--- config.mk ---
export PLATFORM = sky130hd
export DESIGN_NAME = spw_rx_credit_buffer_flat
export DESIGN_NICKNAME = d
export VERILOG_FILES = /design/src/rtl/spw_rx_credit_buffer_if.sv /design/src/rtl/spw_rx_credit_buffer.sv /design/src/flat_wrapper.sv
export SDC_FILE = /design/constraint.sdc
export NUM_CORES = 1
export LEC_CHECK = 0
export BUFFER_PORTS_ARGS = -buffer_cell sky130_fd_sc_hd__buf_4
export CORE_ASPECT_RATIO = 0.75
export CORE_UTILIZATION = 62
export DETAILED_ROUTE_END_ITERATION = 8
export PLACE_DENSITY = 0.79
export SLEW_MARGIN = 0
export SYNTH_ARGS = -nofsm -noshare
export SYNTH_HDL_FRONTEND = slang
export SYNTH_SLANG_ARGS = --single-unit
--- constraint.sdc ---
create_clock -name pclk_sys -period 3.3 [get_ports pclk_sys]
set_input_delay 0.165 -clock pclk_sys [delete_from_list [all_inputs] [get_ports pclk_sys]]
set_output_delay 0.165 -clock pclk_sys [all_outputs]
set_load 0.1 [all_outputs]
--- src/rtl/spw_rx_credit_buffer_if.sv ---
// Receive-side N-char bus, read port and FCT credit handshake for the SpaceWire RX buffer.
// Latency: none, wires only.
// Backpressure: none here; flow control is enforced by the credit handshake carried on this bus.
interface spw_rx_credit_buffer_if #(
    parameter int AW = 6
);
    logic          link_run;
    logic          wr_en;
    logic [8:0]    wr_data;
    logic          rd_en;
    logic [8:0]    rd_data;
    logic          rd_valid;
    logic [AW:0]   count;
    logic [AW-1:0] credit;
    logic          fct_req;
    logic          fct_ack;
    logic          credit_error;

    // Drives the buffer: decoder writes, consumer reads, TX acks, link state
    modport master (
        output link_run, wr_en, wr_data, rd_en, fct_ack,
        input  rd_data, rd_valid, count, credit, fct_req, credit_error
    );

    // The buffer itself
    modport slave (
        input  link_run, wr_en, wr_data, rd_en, fct_ack,
        output rd_data, rd_valid, count, credit, fct_req, credit_error
    );
endinterface

--- src/rtl/spw_rx_credit_buffer.sv ---
// SpaceWire RX N-char FIFO with far-end credit accounting and FCT request generation.
// Latency: write to rd_valid/rd_data 1 cycle (FWFT); count/credit/fct_req update at the next edge.
// Backpressure: none toward the link; writes beyond granted credit or space are dropped and flagged.
module spw_rx_credit_buffer #(
    parameter int DEPTH = 64,
    parameter int AW    = 6
) (
    input logic              pclk_sys,
    input logic              reset,
    spw_rx_credit_buffer_if.slave bus
);
    localparam int            CW       = AW + 2;
    localparam logic [AW:0]   DEPTH_C  = (AW+1)'(DEPTH);
    localparam logic [AW-1:0] REQ_MAX  = AW'(48);
    localparam logic [AW-1:0] FCT_STEP = AW'(8);

    logic [AW-1:0] wr_ptr_q, wr_ptr_d;
    logic [AW-1:0] rd_ptr_q, rd_ptr_d;
    logic [AW:0]   count_q, count_d;
    logic [AW-1:0] credit_q, credit_d;
    logic          fct_req_q, fct_req_d;
    logic          err_q, err_d;
    logic [8:0]    mem_q [DEPTH];

    logic          wr_ok;
    logic          wr_viol;
    logic          rd_ok;
    logic          ack_ok;
    logic          grant;
    logic [CW-1:0] room_sum;

    // A write is only legal while the far end holds credit and a slot is free;
    // anything else is a far-end protocol violation.
    assign wr_ok    = bus.link_run && bus.wr_en && (credit_q != '0) && (count_q < DEPTH_C);
    assign wr_viol  = bus.link_run && bus.wr_en && !wr_ok;
    assign rd_ok    = bus.link_run && bus.rd_en && (count_q != '0);
    assign ack_ok   = bus.link_run && bus.fct_ack && fct_req_q;

    // Another FCT may be promised only if 8 more chars fit on top of everything
    // already stored plus everything already promised, and credit stays <= 56.
    assign room_sum = CW'(count_q) + CW'(credit_q) + CW'(8);
    assign grant    = bus.link_run && (credit_q <= REQ_MAX) && (room_sum <= CW'(DEPTH));

    // Next-state for pointers, occupancy, credit, FCT request and sticky error
    always_comb begin
        wr_ptr_d  = wr_ptr_q;
        rd_ptr_d  = rd_ptr_q;
        count_d   = count_q;
        credit_d  = credit_q;
        fct_req_d = fct_req_q;
        err_d     = err_q;
        if (!bus.link_run) begin
            wr_ptr_d  = '0;
            rd_ptr_d  = '0;
            count_d   = '0;
            credit_d  = '0;
            fct_req_d = 1'b0;
            err_d     = 1'b0;
        end else begin
            if (wr_ok) begin
                wr_ptr_d = wr_ptr_q + 1'b1;
            end
            if (rd_ok) begin
                rd_ptr_d = rd_ptr_q + 1'b1;
            end
            case ({wr_ok, rd_ok})
                2'b10:   count_d = count_q + 1'b1;
                2'b01:   count_d = count_q - 1'b1;
                default: count_d = count_q;
            endcase
            credit_d = credit_q - {{(AW-1){1'b0}}, wr_ok} + (ack_ok ? FCT_STEP : '0);
            if (wr_viol) begin
                err_d = 1'b1;
            end
            // Dropping for a cycle after each ack lets the request re-evaluate
            // against the credit the ack just added, so one grant never yields two FCTs.
            fct_req_d = grant && !bus.fct_ack;
        end
    end

    // State registers with asynchronous reset
    always_ff @(posedge pclk_sys or posedge reset) begin
        if (reset) begin
            wr_ptr_q  <= '0;
            rd_ptr_q  <= '0;
            count_q   <= '0;
            credit_q  <= '0;
            fct_req_q <= 1'b0;
            err_q     <= 1'b0;
        end else begin
            wr_ptr_q  <= wr_ptr_d;
            rd_ptr_q  <= rd_ptr_d;
            count_q   <= count_d;
            credit_q  <= credit_d;
            fct_req_q <= fct_req_d;
            err_q     <= err_d;
        end
    end

    // Storage array; contents need no reset since rd_valid gates rd_data
    always_ff @(posedge pclk_sys) begin
        if (wr_ok) begin
            mem_q[wr_ptr_q] <= bus.wr_data;
        end
    end

    assign bus.rd_data      = mem_q[rd_ptr_q];
    assign bus.rd_valid     = (count_q != '0);
    assign bus.count        = count_q;
    assign bus.credit       = credit_q;
    assign bus.fct_req      = fct_req_q;
    assign bus.credit_error = err_q;
endmodule

--- src/flat_wrapper.sv ---
// flat-port wrapper written by rule: the top's interface ports become plain ports
module spw_rx_credit_buffer_flat 
#(
    parameter int DEPTH = 64,
    parameter int AW    = 6
)
  (pclk_sys, reset, bus_link_run, bus_wr_en, bus_wr_data, bus_rd_en, bus_fct_ack, bus_rd_data, bus_rd_valid, bus_count, bus_credit, bus_fct_req, bus_credit_error);
  spw_rx_credit_buffer_if #(.AW(AW)) bus_i ();
  input logic pclk_sys;
  input logic reset;
  input wire logic [$bits(bus_i.link_run)-1:0] bus_link_run;
  input wire logic [$bits(bus_i.wr_en)-1:0] bus_wr_en;
  input wire logic [$bits(bus_i.wr_data)-1:0] bus_wr_data;
  input wire logic [$bits(bus_i.rd_en)-1:0] bus_rd_en;
  input wire logic [$bits(bus_i.fct_ack)-1:0] bus_fct_ack;
  output wire logic [$bits(bus_i.rd_data)-1:0] bus_rd_data;
  output wire logic [$bits(bus_i.rd_valid)-1:0] bus_rd_valid;
  output wire logic [$bits(bus_i.count)-1:0] bus_count;
  output wire logic [$bits(bus_i.credit)-1:0] bus_credit;
  output wire logic [$bits(bus_i.fct_req)-1:0] bus_fct_req;
  output wire logic [$bits(bus_i.credit_error)-1:0] bus_credit_error;
  assign bus_i.link_run = bus_link_run;
  assign bus_i.wr_en = bus_wr_en;
  assign bus_i.wr_data = bus_wr_data;
  assign bus_i.rd_en = bus_rd_en;
  assign bus_i.fct_ack = bus_fct_ack;
  assign bus_rd_data = bus_i.rd_data;
  assign bus_rd_valid = bus_i.rd_valid;
  assign bus_count = bus_i.count;
  assign bus_credit = bus_i.credit;
  assign bus_fct_req = bus_i.fct_req;
  assign bus_credit_error = bus_i.credit_error;
  spw_rx_credit_buffer #(.DEPTH(DEPTH), .AW(AW)) u_core (.pclk_sys(pclk_sys), .reset(reset), .bus(bus_i));
endmodule
==> results of run 1 <==
[worst max-delay path by stage]
stage	slack [ns]	cells after the start	start	end
after floorplan	0.06	10	u_core.bus.credit[4]$_DFF_PP0_	u_core.bus.count[6]$_DFFE_PP0P_
after global placement	0.41	6	u_core.rd_ptr_q[0]$_DFFE_PP0P_	bus_rd_data[0]
after detailed placement	0.40	9	u_core.bus.credit[1]$_DFF_PP0_	u_core.bus.count[6]$_DFFE_PP0P_
after CTS	-0.02	7	u_core.rd_ptr_q[0]$_DFFE_PP0P_	bus_rd_data[5]
after global routing	-0.02	8	u_core.rd_ptr_q[0]$_DFFE_PP0P_	bus_rd_data[4]
final	0.008	8	u_core.rd_ptr_q[0]$_DFFE_PP0P_	bus_rd_data[4]
[state kept, by name (all words and copies together), names as in the netlist]
register                 flops
u_core.bus.credit            6
u_core.bus.fct_req           1
u_core.bus.count             7
u_core.mem_q               576
u_core.rd_ptr_q              6
u_core.wr_ptr_q              6
u_core.bus.credit_error      1
[metrics by stage]
step	TNS, ns	utilization, %	hold WS, ns	power [uW]
6_report	0	72.6	0.145	19700
3_3_place_gp	0	66.9	0.426	13100
4_1_cts	-0.0155	72.1	0.147	19600
5_1_grt	-0.0176	72.6	0.166	20300
2_1_floorplan	0	-	0.218	12000
3_5_place_dp	0	66.9	0.432	13200
[routing by layer]
metal,wire [um],up-vias
li1,-,5308
met1,22300,6614
met2,27900,731
met3,5240,103
met4,1280,0
met5,0,-
[final cells by class]
type                    instances  area (um2)  area share [%]
multi-input cells             542        5940            21.3
well taps                     512         641            2.30
clock inverters                33         348            1.25
inverters                      26        97.6           0.350
clock buffers                  63        1410            5.04
repair buffers                161        1480            5.31
flip-flops and latches        603       18000            64.5
[timing repair]
action                     in CTS  in global routing
hold buffers                    4                  0
gates resized for setup        12                 21
hold endpoints to repair       34                  0
setup buffers                   7                  6
setup endpoints to repair       9                  9
pin swaps                       1                  2
cloned                          1                  2
[critical path, stage by stage (launching register included)]
cell and delay, ns:
dfrtp_4 0.45, buf_12 0.13, bufbuf_16 0.32, mux4_2 0.55, mux2i_1 0.27, o21ai_0 0.23, o31ai_1 0.17, nand2_1 0.15
buf_4 0.26
[cell usage in the layout (no fill, tap or decap), drive strengths merged, types with 3 or more instances in the layout]
| cell | netlist | layout |
|---|---|---|
| buf | 44 | 154 |
| nor2 | 111 | 111 |
| nand2 | 36 | 36 |
| o21a | 3 | 3 |
| o31ai | 12 | 12 |
| xor2 | 9 | 9 |
| clkbuf | 23 | 65 |
| nor2b | 11 | 11 |
| mux4 | 144 | 144 |
| a22oi | 22 | 22 |
| xnor2 | 9 | 9 |
| nand4 | 3 | 3 |
| nand3 | 17 | 17 |
| a21o | 5 | 5 |
| o21ai | 15 | 15 |
| dfrtp | 27 | 27 |
| a221oi | 12 | 12 |
| or3 | 3 | 3 |
| mux2i | 35 | 35 |
| and2 | 5 | 5 |
| ha | 27 | 27 |
| nand2b | 4 | 4 |
| edfxtp | 576 | 576 |
| fa | 3 | 3 |
| bufinv | 0 | 7 |
| inv | 26 | 28 |
| a21oi | 18 | 18 |
| a221o | 3 | 3 |
| clkinvlp | 0 | 4 |
| nor3 | 5 | 5 |
| dlygate4sd3 | 0 | 4 |
| clkinv | 0 | 20 |
| nand3b | 4 | 4 |
[cell families after synthesis]
logic type | synth area share (%)
DFF | 74.0
xor gates and xnor gates | 0.650
AOI/OAI and AO/OA | 2.93
muxes | 15.0
adders and majority gates | 1.64
buffers and inverters | 1.86
and+or+nand+nor | 3.88
[report_power, final]
group	internal [uW]	switching (uW)	leakage [uW]
clock	3590	2710	0.000855
combinational	1890	2870	0.00280
sequential	8490	144	0.00554
total	14000	5720	0.00919
==> flow_summary.ini, run 1 <==
[critical_path]
reg2regPathDepth = 9
rrSetupSlack_ns = 0.33
crit_path_max_fanout = 16
startpoint_type = flip-flop
cp.arrival_ns = 3.13
crit_type = reg -> out
cp.required_ns = 3.13
rr_endpoint = u_core.bus.count[6]$_DFFE_PP0P_
end_kind = output pin
worstReg2RegStart = u_core.bus.credit[1]$_DFF_PP0_

[sta]
fin_ws_ns = 0.00834
fmax_ghz = 0.304
relSlewSlack_pct = 24.3
fin_crit_sh_pct = 99.7
rsz0062_at_grt = true
drv_slew = 0
min_period_ns = 3.29
worst_pin_slew_ns = 1.13
fin_skew_ns = 0.0180
hold_viol_final = 0
setup_viol = 0

[placement]
post-place-ws_ns = 0.400
numPortBuffers = 39
gp_congestion = 0.835
dp_hpwl_um = 33000
placed_cells = 1824
place_area_mm2 = 0.0257

[routing]
routedWlPerCell_um = 29.2
ant_nets = 0
drc = 0
wl_um = 56700
drt_iter0_drc = 1696
routed_via_density = 6.58
firstDrtPassIters = 8
vias = 12756

[min_path]
min_path_cells = 1
min_from = bus_wr_data[6]
min_delay_worst_endpoint = u_core.mem_q[34][6]$_DFFE_PP_
hp-class = in -> reg

[cells_and_area]
fin_cells = 1940
drive_gt1_share_pct = 28.4
area_delta_synth_final_pct = 14.9
n_antenna_cell = 0
num-fill-cells = 2193
finalNetCount = 1432
design_area_mm2 = 0.0279

[grt]
grt_max_degree = 65
top_usage_layer = met2
grt_util_met2_pct = 45.0
grt-ovfl-total = 0
grt_pass1_vias = 12878
grt_pass1_wl_um = 83100
antenna_found_initial = 0
met3_usage_pct = 5.86
use_met1_pct = 42.5
grt_usage_pct = 29.0

[floorplan]
die_w_um = 230
num_rows = 62
die_y_um = 173
die_area_mm2 = 0.0400
io_pins = 40
core_mm2 = 0.0384
initial_core_util_pct = 63.2

[logic_synthesis]
ys_ff_latch = 603
synth_most_common_cell = edfxtp_1
yosys_warnings = 0
synth-edff-count = 576
syn_area_mm2 = 0.0243
async_flop_share_pct = 4.48
synth_area_per_cell_um2 = 19.6
synthTopCellsByArea = edfxtp_1 (71%), mux4_2 (13%), dfrtp_1 (2.8%)
synthesis.instances = 1238
ys_top_cells_by_count = edfxtp_1 (576), mux4_2 (137), nor2_1 (111)
synth_top_area_share_pct = 71.3
ys_types = 54
yosys.area.top_type = edfxtp_1
ys_seq_area_share_pct = 74.0
syn_nets = 1283
synth_ff_type = edfxtp_1

[clock_network]
cts_tree = yes
path_clk_slew_ns = 0.07
clock_path_buffers = 3
clock_latency_ns = 0.59
root_buffer = clkbuf_16
clock_sinks = 603
cts_buffers = 53
ctsHtreeMaxLevel = 2

[flow_run]
cap_violations = 0

[pwr]
ir_drop_mv = 0.568
powerDensity_mw_per_mm2 = 706
power_leakage_uw = 0.00919

[outcome]
status = finished, final reports clean
Power figures use the tool's default switching activity.
==> run 2, diff against run 1 <==
- RECOVER_POWER: unset -> 100
==> run 2 against run 1 <==
The run now ends with max-capacitance violations, max-slew violations left. Die area stayed put. Sequential share of layout area is 0.77 points higher. Via count is 0.45% higher. Sequential power hardly changed. Critical endpoint is now bus_rd_data[0].
==> flow_summary.ini, run 2 (synthesized netlist as in run 1, its figures left out) <==
[grt]
grt_pass1_wl_um = 83100
grt_pass1_vias = 12878
grt_usage_pct = 29.0
grt-ovfl-total = 0
antenna_found_initial = 0
grt_max_degree = 65

[sta]
hold_viol_final = 0
rsz0062_at_grt = true
setup_viol = 0
drv_slew = 585
worst_pin_slew_ns = 3.21
min_period_ns = 3.26
fin_crit_sh_pct = 98.8
relSlewSlack_pct = -114
fin_skew_ns = 0.0140
timing.hold.ws_ns = 0.395
fmax_ghz = 0.307

[placement]
place_area_mm2 = 0.0257
dp_hpwl_um = 33000
numPortBuffers = 39
gp_congestion = 0.835

[critical_path]
cp.arrival_ns = 3.10
crit_path_max_fanout = 7
crit_type = reg -> out
cp.required_ns = 3.13
reg2regPathDepth = 10
end_kind = output pin
startpoint_type = flip-flop

[routing]
firstDrtPassIters = 5
drc = 0
ant_nets = 0
routedWlPerCell_um = 29.3
vias = 12814
wl_um = 56800
drt_iter0_drc = 1598
routed_via_density = 6.61

[pwr]
p_clk_share_pct = 32.2
ir_drop_mv = 0.570
p_sw_share_pct = 29.2
seq_power_share_pct = 44.1
power_leakage_uw = 0.00892
powerDensity_mw_per_mm2 = 711
switchingPower_uw = 5720
power.total_uw = 19600
combPwrFrac_pct = 23.7
power.internal_uw = 13900

[clock_network]
clock_latency_ns = 0.59
ctsHtreeMaxLevel = 2
clock_sinks = 603
clock_path_buffers = 3
root_buffer = clkbuf_16
path_clk_slew_ns = 0.07
cts_tree = yes
cts_buffers = 53

[floorplan]
io_pins = 40
initial_core_util_pct = 63.2
die_y_um = 173
die_area_mm2 = 0.0400
core_mm2 = 0.0384
num_rows = 62
die_w_um = 230

[cells_and_area]
final_cell_mix = edfxtp_1 (576), mux4_2 (138), nor2_1 (111), clkbuf_1 (66), clkbuf_16 (57)
drive_gt1_share_pct = 24.3
finalNetCount = 1432
design_area_mm2 = 0.0276
num-fill-cells = 2282
largest_reg_flops = 576
n_antenna_cell = 0
area_delta_synth_final_pct = 13.6
max_flop_register = u_core.mem_q
mostFrequentLayoutCell = edfxtp_1

[outcome]
status = finished, violations left
violations = max-capacitance violations, max-slew violations

[flow_run]
cap_violations = 9

[min_path]
min_path_cells = 4
hp-class = in -> reg
==> run 2: changes by cell type in the layout (fill, tap and decap cells not counted), sizes merged <==
cell,before,now
buf,154,57
clkbuf,65,162
==> run 2: repair_timing <==
| action | in CTS | in global routing |
|---|---|---|
| buffers inserted | 7 | 6 |
| hold buffers | 4 | 0 |
| cloned | 1 | 2 |
| pin swaps | 1 | 2 |
| hold endpoints to repair | 34 | 0 |
| gates resized for setup | 12 | 21 |
| setup endpoints to repair | 9 | 9 |
==> run 2: area by class of cell <==
cell class	count	area, um2	area share, %
inverters	26	97.6	0.354
well taps	512	641	2.32
clock inverters	33	348	1.26
repair buffers	161	1150	4.18
clock buffers	63	1410	5.10
multi-input cells	542	5940	21.5
flip-flops and latches	603	18000	65.2
==> run 2: metrics by stage <==
step           std cells  util (%)  setup slack (ns)  TNS, ns
2_1_floorplan       1238         -            0.0581        0
5_1_grt             1940      71.8           -0.0176  -0.0908
4_1_cts             1932      72.1           -0.0155  -0.0155
6_report            1940      71.8            0.0387        0
3_5_place_dp        1824      66.9             0.400        0
3_3_place_gp        1824      66.9             0.413        0
==> run 2: final timing paths <==
check | startpoint | end | slack (ns)
worst max register to register | u_core.bus.credit[4]$_DFF_PP0_ | u_core.mem_q[12][0]$_DFFE_PP_ | 0.11
max in group asynchronous | reset | u_core.rd_ptr_q[2]$_DFFE_PP0P_ | 2.08
worst max-delay path | u_core.rd_ptr_q[0]$_DFFE_PP0P_ | bus_rd_data[0] | 0.04
worst min-delay path | bus_wr_en | u_core.bus.credit_error$_DFFE_PP0P_ | 0.40
min in group asynchronous | reset | u_core.bus.credit[1]$_DFF_PP0_ | 0.43
worst min register to register | u_core.bus.credit_error$_DFFE_PP0P_ | u_core.bus.credit_error$_DFFE_PP0P_ | 0.51
==> run 2: metal layers <==
layer	GRT usage (%)	up-vias	wire length [um]
met3	5.86	114	5170
met2	45.0	727	27600
met5	0	-	0
li1	-	5313	-
met4	8.58	0	1400
met1	42.5	6660	22600
==> run 2: power by group through the flow <==
stage	registers, uW	logic (uW)	clock network, uW
floorplan	9170	2870	0
global placement	8830	4270	0
detailed placement	8840	4340	0
CTS	8640	4580	6380
global route	8650	4920	6650
finish	8650	4650	6310
==> run 2: worst max-delay path, stage by stage (launching register included) <==
cell       delay (ns)
dfrtp_4          0.51
buf_12           0.17
buf_4            0.15
buf_4            0.14
buf_4            0.16
mux4_2           0.43
mux2i_2          0.21
o2111ai_1        0.20
a32o_1           0.30
buf_4            0.25
